--- config.mk ---
export PLATFORM = sky130hd
export DESIGN_NAME = pipe_skid_stage
export DESIGN_NICKNAME = d
export VERILOG_FILES = /design/src/rtl/pipe_skid_stage.sv
export SDC_FILE = /design/constraint.sdc
export NUM_CORES = 1
export LEC_CHECK = 0
export CAP_MARGIN = 20
export CORE_MARGIN = 4
export CORE_UTILIZATION = 38
export CTS_CLUSTER_DIAMETER = 200
export DETAILED_ROUTE_END_ITERATION = 10
export PLACE_DENSITY = 0.77
export SLEW_MARGIN = 30
export SYNTH_ARGS = -nofsm -noshare
export SYNTH_HDL_FRONTEND = slang
export SYNTH_SLANG_ARGS = --single-unit
--- constraint.sdc ---
create_clock -name clk -period 1.7 [get_ports clk]
set_input_delay 0.425 -clock clk [delete_from_list [all_inputs] [get_ports clk]]
set_output_delay 0.425 -clock clk [all_outputs]
set_load 0.05 [all_outputs]
--- src/rtl/pipe_skid_stage.sv ---
// Pipeline stage register carrying an opaque payload under a valid/ready
// handshake. With SKID=1 a second holding register lets up_ready_o come
// straight from a flop, so no combinational path runs from dn_ready_i back
// upstream. With SKID=0 it is a single register whose ready is combinational.
//
// State table (the state is the number of beats held, driven onto occ_o):
//   state    | meaning
//   ---------+-------------------------------------------------------------
//   ST_EMPTY | nothing held, dn_valid_o=0
//   ST_ONE   | one beat in the main register, presented downstream
//   ST_FULL  | main register presented, a younger beat waits in the skid
//            | register (SKID=1 only), up_ready_o=0
module pipe_skid_stage #(
    parameter int DATA_W  = 128,
    parameter int SKID    = 1,
    parameter int STALL_W = 16
) (
    input  logic               clk,
    input  logic               rst_n,
    input  logic               flush_i,
    input  logic               up_valid_i,
    output logic               up_ready_o,
    input  logic [DATA_W-1:0]  up_data_i,
    output logic               dn_valid_o,
    input  logic               dn_ready_i,
    output logic [DATA_W-1:0]  dn_data_o,
    output logic [1:0]         occ_o,
    output logic [STALL_W-1:0] stall_cnt_o,
    input  logic               stat_clr_i
);

    typedef enum logic [1:0] {
        ST_EMPTY = 2'd0,
        ST_ONE   = 2'd1,
        ST_FULL  = 2'd2
    } state_t;

    state_t             state_q, state_d;
    logic [DATA_W-1:0]  main_data_q, main_data_d;
    logic [DATA_W-1:0]  skid_data_q, skid_data_d;
    logic               up_ready_q, up_ready_d;
    logic [STALL_W-1:0] stall_cnt_q, stall_cnt_d;

    logic dn_valid;
    logic up_acc;
    logic dn_acc;

    assign dn_valid = (state_q != ST_EMPTY);

    // With no skid register ready must see the downstream accept in the same
    // cycle; otherwise ready is the registered "not going full" flag.
    assign up_ready_o = (SKID != 0) ? up_ready_q : (!dn_valid || dn_ready_i);

    // A beat arriving together with a flush is squashed, never accepted.
    assign up_acc = up_valid_i && up_ready_o && !flush_i;
    assign dn_acc = dn_valid && dn_ready_i;

    assign dn_valid_o  = dn_valid;
    assign dn_data_o   = main_data_q;
    assign occ_o       = state_q;
    assign stall_cnt_o = stall_cnt_q;

    // Next-state, data-register and ready computation; flush overrides all.
    always_comb begin
        state_d     = state_q;
        main_data_d = main_data_q;
        skid_data_d = skid_data_q;
        if (flush_i) begin
            state_d = ST_EMPTY;
        end else begin
            case (state_q)
                ST_EMPTY: begin
                    if (up_acc) begin
                        state_d     = ST_ONE;
                        main_data_d = up_data_i;
                    end
                end
                ST_ONE: begin
                    if (up_acc && dn_acc) begin
                        main_data_d = up_data_i;
                    end else if (up_acc) begin
                        // Only reachable with SKID=1: SKID=0 ready implies dn_acc here.
                        state_d     = ST_FULL;
                        skid_data_d = up_data_i;
                    end else if (dn_acc) begin
                        state_d = ST_EMPTY;
                    end
                end
                ST_FULL: begin
                    if (dn_acc) begin
                        state_d     = ST_ONE;
                        main_data_d = skid_data_q;
                    end
                end
                default: begin
                    state_d = ST_EMPTY;
                end
            endcase
        end
        up_ready_d = (state_d != ST_FULL);
    end

    // Saturating back-pressure counter; clear wins, flush does not touch it.
    always_comb begin
        stall_cnt_d = stall_cnt_q;
        if (stat_clr_i) begin
            stall_cnt_d = '0;
        end else if (dn_valid && !dn_ready_i && (stall_cnt_q != {STALL_W{1'b1}})) begin
            stall_cnt_d = stall_cnt_q + {{(STALL_W-1){1'b0}}, 1'b1};
        end
    end

    // State, payload, ready and counter registers.
    always_ff @(posedge clk or negedge rst_n) begin
        if (!rst_n) begin
            state_q     <= ST_EMPTY;
            main_data_q <= '0;
            skid_data_q <= '0;
            up_ready_q  <= 1'b1;
            stall_cnt_q <= '0;
        end else begin
            state_q     <= state_d;
            main_data_q <= main_data_d;
            skid_data_q <= skid_data_d;
            up_ready_q  <= up_ready_d;
            stall_cnt_q <= stall_cnt_d;
        end
    end

endmodule
# ---- Yosys cells after proc, flatten, opt, wreduce, memory -nomap -nowiden
# Index checks and enable logic that the tools add are counted.
dict set report op_classes {
  addsub 1
  n_eq_ne 7
  muxes 13
  n_bitwise 2
  n_reduce_logical 14
}
# operator n
set op_table {}
lappend op_table {{128-bit 2-to-1 mux} 3}
lappend op_table {{128-bit one-hot mux with 3 select lines} 1}
lappend op_table {{16-bit 2-to-1 mux} 2}
lappend op_table {{16-bit by 1-bit adder with 16-bit output (second input constant)} 1}
lappend op_table {{16-bit inequality test (second input constant)} 1}
lappend op_table {{2-bit 2-to-1 mux} 6}
lappend op_table {{2-bit inequality test (second input constant)} 4}
lappend op_table {{1-bit logical AND} 6}
lappend op_table {{2-bit one-hot mux with 3 select lines} 1}
lappend op_table {{5-bit AND reduction} 1}
lappend op_table {{4-bit AND reduction} 1}
lappend op_table {{2-bit nonzero test} 2}
lappend op_table {{3-bit nonzero test} 1}
lappend op_table {{2-bit by 1-bit equality test with 1-bit output (second input constant)} 1}
lappend op_table {{2-bit equality test (second input constant)} 1}
lappend op_table {{1-bit logical NOT} 2}
lappend op_table {{2-bit logical NOT} 1}
lappend op_table {{1-bit NOT} 2}
dict set report totals {
  reg_bits 275
  input_bits 134
  output_inout_bits 148
  elab_cells 42
}

# ---- Depth between registers and ports, before layout
# Gate-level depths: netlist of run 1.
dict set report depth {
  depth_word 8
  ltp_mapped 7
  depth_no_buf 5
}

# ---- Worst setup path after synthesis of run 1
# OpenSTA, ideal clock, no wires.
dict set report synth_timing {
  kind {flip-flop to flip-flop}
  startpoint {register stall_cnt_q[1] (netlist: stall_cnt_o[1])}
  endpoint {register stall_cnt_q[2] (netlist: stall_cnt_o[2])}
  setup_time_ns 0.101
  arrival_time_ns 2.030
  t_required_ns 1.599
  path_slack_ns -0.431
  stages_incl_launch_ff 7
  path_buffers 1
  cell_sequence {dfrtp_1 -> ha_1 -> nand3_2 -> nor4_1 -> buf_2 -> nor2_1 -> nor4_1}
}
dict set report synth_between {
  elab_chain_cells 3
}
# element line_no
set synth_lines {}
lappend synth_lines {{start: declaration} 42} ;# logic [STALL_W-1:0] stall_cnt_q, stall_cnt_d;
lappend synth_lines {{start signal: assignment} 126} ;# stall_cnt_q <= stall_cnt_d;
lappend synth_lines {{16-bit by 1-bit adder with 16-bit output or 16-bit inequality test (tied branches)} {109, 108}}
lappend synth_lines {{16-bit 2-to-1 mux or 1-bit logical AND (tied branches)} 108} ;# end else if (dn_valid && !dn_ready_i && (stall_cnt_q != {STALL_W{1'b1}})) begin
lappend synth_lines {{16-bit 2-to-1 mux or 2-bit nonzero test (tied branches)} --}
# Parallel ways exist; a longest one is shown, timed or not. The select of a mux whose other input is x is not followed.
# A chain may end at the register's enable or synchronous reset.

# ---- Final worst setup path of run 1
dict set report layout_timing {
  startpoint {register up_ready_q (netlist: up_ready_o)}
  endpoint {register main_data_q[102] (netlist: dn_data_o[102])}
}
dict set report layout_between {
  elab_chain_cells 5
}
# element line_no
set layout_lines {}
lappend layout_lines {{start: declaration} 41} ;# logic up_ready_q, up_ready_d;
lappend layout_lines {{start signal: assignment} 125} ;# up_ready_q <= up_ready_d;
lappend layout_lines {{1-bit logical AND * (2 in series)} 55} ;# assign up_acc = up_valid_i && up_ready_o && !flush_i;
lappend layout_lines {{1-bit logical AND} 79} ;# if (up_acc && dn_acc) begin
lappend layout_lines {{2-bit inequality test (no source line)} --}
lappend layout_lines {{5-bit AND reduction (no source line) *} --}
lappend layout_lines {{end signal: assignment} 123} ;# main_data_q <= main_data_d;
lappend layout_lines {{end: declaration} 39} ;# logic [DATA_W-1:0] main_data_q, main_data_d;
# Mark *: on every way between the ends. The rest lies on a longest branch, timed or not.

==> impl_metrics.ini, run 1 <==
[pwr]
pwr-share-clk_pct = 29.2
power.leakage_uw = 0.00818
combPwrFrac_pct = 30.8
finalPower_uw = 22700
p_seq_share_pct = 40.0
switching_power_uw = 7320
switching_share_pct = 32.3
p_int_uw = 15400
peakVddDrop_mv = 0.720
p_per_area_mw_per_mm2 = 1220

[floorplanning]
chipHeight_um = 186
die-area_mm2 = 0.0347
ios = 282
die_x_um = 186
rows = 65
start_util_pct = 38.4
core_area_mm2 = 0.0315

[yosys]
postSynthAreaPerCell_um2 = 15.1
syn-instance-count = 799
synth_async_sr_flop_share_pct = 100
seq_area_frac_synth_pct = 57.0
ys_ff_latch = 275
synth_nets = 934
synth_top_area_cell = dfrtp_1
synth_edf_count = 0
netlist_area_mm2 = 0.0121
yosysTopAreaCellShare_pct = 56.8
yosysMostFrequentCell = mux2_2
synth_warnings = 0
yosys.cell_types.count = 46
synth_area_leaders = dfrtp_1 57%, mux2_2 35%, buf_2 1.6%, mux2_1 0.84%, a21oi_1 0.50%
yosys_most_used_dff = dfrtp_1
yosys-top-cells-count = 378 x mux2_2, 274 x dfrtp_1, 39 x buf_2

[critical_path]
path_max_fanout = 6
cp.arrival_ps = 2440
endpoint_kind = register
worstSetupPathType = reg -> reg
reg2reg_depth = 8
required_ps = 2120
startpoint_type = register

[grt]
grt_pass1_vias = 8967
grtUsageTotal_pct = 17.4
grt-ovfl-total = 0
grt_max_degree = 63
grt_use_met1_pct = 22.3
grt_pass1_wl_mm = 48.6
global_route.usage.met3_pct = 3.62
grtUsageMet2_pct = 30.2
antenna_found_initial = 0
grt_most_used_layer = met2

[clock_tree]
cts_tree = built
clk_latency_ps = 550
cts_buffer_depth = 3
cts_made_buffers = 31
path_clk_slew_ps = 60
cts.sinks = 275
cts_htree_levels = 1
cts-root-buf = clkbuf_16

[sta]
tightest_slew_ps = 370
finalClockSkew_ps = 15.5
finalHoldViolations = 0
rsz0062_at_grt = yes
finalSetupViolCount = 269
slew_headroom_pct = 75.1
fin_crit_ps = 2010
worst_slack_ps = -315
post-route-period-util_pct = 119
slew_viol_final = 0
fmax_mhz = 496

[place]
dp_hpwl_mm = 21.5
io_buffers = 281
gp_congestion = 0.779
post_dp_cell_area_mm2 = 0.0163
post-place-cells = 1540

[detailed_routing]
wl_per_cell_um = 20.1
drt_wl_total_mm = 33.2
drtIter0Drc = 294
drtPass1Iterations = 4
vias_per_cell = 5.04
drc = 0
drt.antenna.violating_nets = 0
vias = 8309

[final_layout]
n_antenna_cell = 0
fin_nets = 1363
multi_input_area_mm2 = 0.00535
final_cell_area_mm2 = 0.0186
utilization_pct = 59.1
drive_above_1_share_pct = 63.5
regArea_mm2 = 0.00691
syn2layout_area_growth_pct = 54.0
nFillCells = 2350
finalNonFillerCells = 1650

[worst_hold_path]
hp-class = in -> async

[status]
violations = setup timing
status = finished, violations left

[run]
drv_cap = 0
==> final timing paths <==
check,startpoint,end,slack (ps)
setup / recovery,up_ready_o,dn_data_o[102],-310
hold / removal,rst_n,skid_data_q[19],340
setup reg to reg,up_ready_o,dn_data_o[102],-310
hold reg to reg,skid_data_q[0],skid_data_q[0],500
max in group asynchronous,rst_n,skid_data_q[77],670
min in group clk,skid_data_q[0],skid_data_q[0],500
==> placed cells by master, fill, tap and decap left out, types with 3 or more instances in the layout <==
cell	count
buf_4	192
inv_1	4
nand4_1	5
nor2_1	7
clkdlybuf4s50_1	132
a21oi_2	5
or4_4	3
nor4_4	3
nor2b_1	3
buf_16	8
mux2_4	49
clkbuf_1	10
dfrtp_2	18
o21ai_0	4
buf_12	54
a21oi_1	6
clkinv_2	5
buf_8	11
o31ai_1	3
dfrtp_1	256
nand2_1	3
clkbuf_8	3
or3_1	5
clkbuf_16	38
mux2_2	336
buf_6	36
nand3_1	4
bufinv_16	4
==> state kept, by name, indices dropped and copies added (netlist names) <==
| signal | count |
|---|---|
| occ_o | 2 |
| stall_cnt_o | 16 |
| up_ready_o | 1 |
| dn_data_o | 128 |
| skid_data_q | 128 |
==> layout make-up <==
cell class,instances,share of cell area [%]
Clock buffer,44,4.60
Clock inverter,9,0.781
Multi-Input combinational cell,474,28.8
Tap cell,402,2.71
Timing Repair Buffer,442,25.9
Sequential cell,275,37.1
Inverter,4,0.0807
==> power groups by stage <==
stage	Combinational [uW]	Clock, uW	Sequential, uW
after floorplan	1920	0	11300
after global routing	7350	7090	9250
final	6990	6630	9070
after global placement	6460	0	9060
after detailed placement	6600	0	9130
after CTS	6790	6810	9050
==> what timing repair did <==
action,CTS,global route
hold buffers,1,0
endpoints found under the hold margin,27,0
resized for setup,57,87
pin swaps,7,14
gates cloned,7,7
endpoints found under the setup margin,189,287
setup buffers,28,16
==> per-stage QoR <==
step | TNS [ps] | setup WS, ps | hold slack (ps)
floorplan | -41880 | -281 | 129
global placement | -139580 | -650 | 324
detailed placement | -148460 | -699 | 320
CTS | -37340 | -264 | 330
global route | -73180 | -366 | 346
finish | -58300 | -315 | 344
==> worst max-delay path: stages, from the launching register on <==
cell and delay [ps]:
dfstp_2 530, and3b_2 240, nand2_2 90, a21oi_4 180, buf_6 130, buf_12 130
buf_12 150, buf_8 120, mux2_4 290
==> cell families after synthesis <==
family / after synthesis / synth area share, %
mux: 387 / 36.1
flops: 275 / 57.0
simple gates: 55 / 2.86
buf+inv: 50 / 2.22
compound gates: 30 / 1.64
xor+xnor: 1 / 0.0726
fa+ha+maj: 1 / 0.104
==> metal layers <==
layer	part of all wire [%]	vias to the layer above
li1	-	3780
met1	42	4222
met2	50	250
met3	6.1	57
met4	2.7	0
met5	0	-
Power figures use the tool's default switching activity.
==> run 2: changes to the inputs <==
--- a/config.mk
+++ b/config.mk
@@ -10,7 +10,9 @@
 export CORE_UTILIZATION = 38
 export CTS_CLUSTER_DIAMETER = 200
 export DETAILED_ROUTE_END_ITERATION = 10
-export PLACE_DENSITY = 0.77
+export GPL_ROUTABILITY_DRIVEN = 0
+export PLACE_DENSITY = 0.67
+export SKIP_CTS_REPAIR_TIMING = 1
 export SLEW_MARGIN = 30
 export SYNTH_ARGS = -nofsm -noshare
 export SYNTH_HDL_FRONTEND = slang
==> run 2 against run 1 <==
Critical path depth fell by 4. Highest routed layer unchanged. Combinational power rose by 4.6%. Non-clock buffer count down 26. First-iteration DRC count is 13% lower. Largest cell class unchanged. The run still ends with setup timing left.
==> impl_metrics.ini, run 2 (synthesis gave the netlist of run 1 again) <==
[floorplanning]
chipHeight_um = 186
ios = 282
die_x_um = 186
start_util_pct = 38.4
core_area_mm2 = 0.0315
rows = 65
die-area_mm2 = 0.0347

[sta]
finalSetupViolCount = 248
worst_slack_ps = -285
finalClockSkew_ps = 16.6
fin_crit_ps = 1980
hold_ws_ps = 375
post-route-period-util_pct = 117
tightest_slew_ps = 396
slew_viol_final = 0
slew_headroom_pct = 73.6
finalHoldViolations = 0
finalSetupTns_ps = -32790
fmax_mhz = 504
rsz0062_at_grt = yes

[critical_path]
cp.arrival_ps = 1560
cp_top_family = flip-flops
r2r_start = up_ready_o
worstSetupPathType = reg -> out
required_ps = 1270
path_buf_inv = 3
cp_slowest_stage_delay_ps = 420
startpoint_type = register
r2r_slack_ps = -280
path_max_fanout = 3
endpoint_kind = output port
slowest_stage = dfrtp_2
critPathMostFrequentCell = buf_6
reg2reg_depth = 7
cp_cell_sequence = buf_6 -> buf_6 -> or2_4 -> buf_8
r2r-end = dn_data_o[64]

[detailed_routing]
drt_wl_total_mm = 33.3
wl_per_cell_um = 20.5
vias = 8104
drtIter0Drc = 255
vias_per_cell = 4.98
drtPass1Iterations = 6
drt.antenna.violating_nets = 0
drc = 0

[clock_tree]
cts_htree_levels = 1
cts.sinks = 275
cts-root-buf = clkbuf_16
path_clk_slew_ps = 60
cts_made_buffers = 30
clk_latency_ps = 550
cts_buffer_depth = 3
cts_tree = built

[grt]
grtUsageTotal_pct = 16.4
grt_max_degree = 61
antenna_found_initial = 0
grt_pass1_vias = 8513
grt_pass1_wl_mm = 46.1
grt-ovfl-total = 0

[pwr]
power.leakage_uw = 0.00840
finalPower_uw = 23800
p_per_area_mw_per_mm2 = 1260
peakVddDrop_mv = 0.910

[status]
status = finished, violations left
violations = setup timing

[place]
post_dp_cell_area_mm2 = 0.0163
io_buffers = 281
dp_hpwl_mm = 21.3

[final_layout]
drive_above_1_share_pct = 63.1
utilization_pct = 59.8
fin_nets = 1336
syn2layout_area_growth_pct = 55.9
final_common_cell = mux2_2
final_cell_mix = 267 x mux2_2, 256 x dfrtp_1, 165 x buf_4
n_antenna_cell = 0
final_cell_area_mm2 = 0.0188

[worst_hold_path]
hp-class = in -> async

[run]
drv_cap = 0
-- run 2: worst max-delay path by stage --
stage                           from             to  slack [ps]  cells past startpoint
after floorplan           up_ready_o  dn_data_o[85]        -280                      6
after global placement    up_valid_i  dn_data_o[32]        -620                      7
after detailed placement  up_valid_i  dn_data_o[23]        -630                      7
after CTS                   occ_o[1]     dn_valid_o        -480                      4
after global routing      up_ready_o  dn_data_o[18]        -350                      7
final                       occ_o[1]     dn_valid_o        -280                      4
-- run 2: where the power goes --
part	internal (uW)	leakage (uW)	switching [uW]
combinational	3400	0.00452	3900
clock	4710	0.000574	2690
sequential	8170	0.00331	894
-- run 2: per-stage QoR --
step	instances	setup slack [ps]
CTS	1585	-475
global route	1627	-353
detailed placement	1529	-631
floorplan	799	-281
global placement	1529	-622
finish	1627	-285
-- run 2: layout make-up --
cell class,count,area [um^2]
multi-input combinational,474,5570
fill,2412,12700
sequential,275,6910
tap,402,503
clock buffer,39,886
clock inverter,17,263
inverter,4,15.0
timing repair buffer,416,4670
-- run 2: routing by layer --
| metal | wire length, um | part of all wire (%) | GRT usage [%] |
|---|---|---|---|
| met1 | 13900 | 42 | 21.4 |
| met2 | 16300 | 49 | 27.3 |
| met3 | 2360 | 7.1 | 4.90 |
| met4 | 745 | 2.2 | 3.70 |
| met5 | 0 | 0 | 0 |
==> run 3: changes to the inputs <==
--- a/config.mk
+++ b/config.mk
@@ -6,7 +6,7 @@
 export NUM_CORES = 1
 export LEC_CHECK = 0
 export CAP_MARGIN = 20
-export CORE_MARGIN = 4
+export CORE_MARGIN = 1.5
 export CORE_UTILIZATION = 38
 export CTS_CLUSTER_DIAMETER = 200
 export DETAILED_ROUTE_END_ITERATION = 10
==> run 3 against run 2 <==
Register-to-register slack improved by 30 ps. Clock power is 12% lower. Wire length fell by 7.0%. Sequential share of layout area rose by 1.8 points. Setup slack improved by 32 ps. Count of clock-buffer cells in the layout increased by 10. Sequential cell count is the same. Global-route usage increased by 0.79 points. Combinational power down 8.3%. Critical path type is now reg -> reg. The flow still finishes with violations (setup timing).
==> impl_metrics.ini, run 3 (synthesis gave the netlist of run 1 again) <==
[place]
post_dp_cell_area_mm2 = 0.0162
dp_hpwl_mm = 20.5
dp_slack_ps = -637
io_buffers = 281

[sta]
finalHoldViolations = 0
slew_headroom_pct = 70.9
finalClockSkew_ps = 11.7
tightest_slew_ps = 434
worst_slack_ps = -253
finalSetupViolCount = 251
post-route-period-util_pct = 115
rsz0062_at_grt = yes
fmax_mhz = 512
fin_crit_ps = 1950
slew_viol_final = 0

[detailed_routing]
drc = 0
drtIter0Drc = 242
drt_wl_total_mm = 31.0
wl_per_cell_um = 19.2
vias_per_cell = 4.93
vias = 7966
drtPass1Iterations = 4
drt.antenna.violating_nets = 0

[critical_path]
cp_cell_sequence = and3b_2 -> o21bai_2 -> a21oi_4 -> buf_12 -> buf_12 -> clkbuf_16 -> mux2_2
required_ps = 2130
startpoint_type = register
endpoint_kind = register
cp_slowest_stage_delay_ps = 530
critPathMostFrequentCell = buf_12
slowest_stage = dfstp_2
path_max_fanout = 7
cp.arrival_ps = 2390
worstSetupPathType = reg -> reg

[grt]
grt_pass1_wl_mm = 45.4
grt_max_degree = 44
grtUsageTotal_pct = 17.2
grt_pass1_vias = 8166
grt-ovfl-total = 0
antenna_found_initial = 1

[final_layout]
multi_input_area_mm2 = 0.00509
fin_nets = 1324
n_antenna_cell = 0
nFillCells = 2558
drive_above_1_share_pct = 60.8
final_common_cell = mux2_2
final_cell_area_mm2 = 0.0179
syn2layout_area_growth_pct = 48.4
final_cell_mix = 374 x mux2_2, 256 x dfrtp_1, 171 x buf_4
regArea_mm2 = 0.00691

[status]
status = finished, violations left
violations = setup timing

[pwr]
peakVddDrop_mv = 1.03
finalPower_uw = 22200
p_per_area_mw_per_mm2 = 1240
power.leakage_uw = 0.00779

[floorplanning]
start_util_pct = 38.5
rows = 65
die_x_um = 181
die-area_mm2 = 0.0328
chipHeight_um = 181
ios = 282
core_area_mm2 = 0.0314

[clock_tree]
cts_buffer_depth = 3
cts_made_buffers = 30
cts-root-buf = clkbuf_16
cts.sinks = 275
path_clk_slew_ps = 60
cts_htree_levels = 1
cts_tree = built
clk_latency_ps = 550

[run]
drv_cap = 0

[worst_hold_path]
hp-class = in -> async
run 3: changes by cell type in the layout (fill, tap and decap cells not counted), moves of 7 or more:
cell	previous run	this run
buf_6	34	27
mux2_1	0	9
mux2_2	267	374
mux2_4	120	4
clkbuf_1	0	12
run 3: report_power, final:
part           switching [uW]  leakage, uW  internal [uW]
combinational            3760      0.00400           2940
clock                    2610     0.000483           3910
sequential                839      0.00331           8170
total                    7210      0.00779          15000
run 3: area by class of cell:
class	instances	share of cell area, %
clock buffer	49	5.04
multi-input combinational	474	28.4
timing repair buffer	404	24.6
inverter	4	0.0838
clock inverter	7	0.489
tap	402	2.81
sequential	275	38.5
run 3: final timing paths:
path / startpoint / endpoint / slack (ps) / depth (start not counted)
setup / recovery: up_ready_o / dn_data_o[53] / -250 / 7
hold / removal: rst_n / dn_data_o[18] / 340 / 2
setup reg to reg: up_ready_o / dn_data_o[53] / -250 / 7
hold reg to reg: dn_data_o[87] / dn_data_o[87] / 500 / 1
max in group asynchronous: rst_n / skid_data_q[121] / 650 / 4
min in group clk: dn_ready_i / occ_o[0] / 370 / 4
run 3: per-layer routing:
metal	vias to the layer above	part of all wire (%)	global-route usage (%)
li1	3696	-	-
met1	4003	43	22.6
met2	219	48	28.0
met3	46	6.2	4.90
met4	2	2.4	4.40
met5	-	0.032	0
run 3: critical path, delay by kind of cell (launching register included):
| family | cells | cell delay [ps] |
|---|---|---|
| buf+inv | 3 | 430 |
| mux | 1 | 320 |
| compound gates | 2 | 320 |
| flops | 1 | 530 |
| simple gates | 1 | 240 |
run 3: metrics by stage:
stage / TNS (ps) / utilization, % / hold slack, ps / instances
2_1_floorplan: -41880 / - / 129 / 799
3_3_place_gp: -132590 / 51.5 / 330 / 1517
3_5_place_dp: -136770 / 51.5 / 333 / 1517
4_1_cts: -26830 / 54.6 / -263 / 1573
5_1_grt: -43420 / 57.1 / 355 / 1615
6_report: -33030 / 57.1 / 339 / 1615
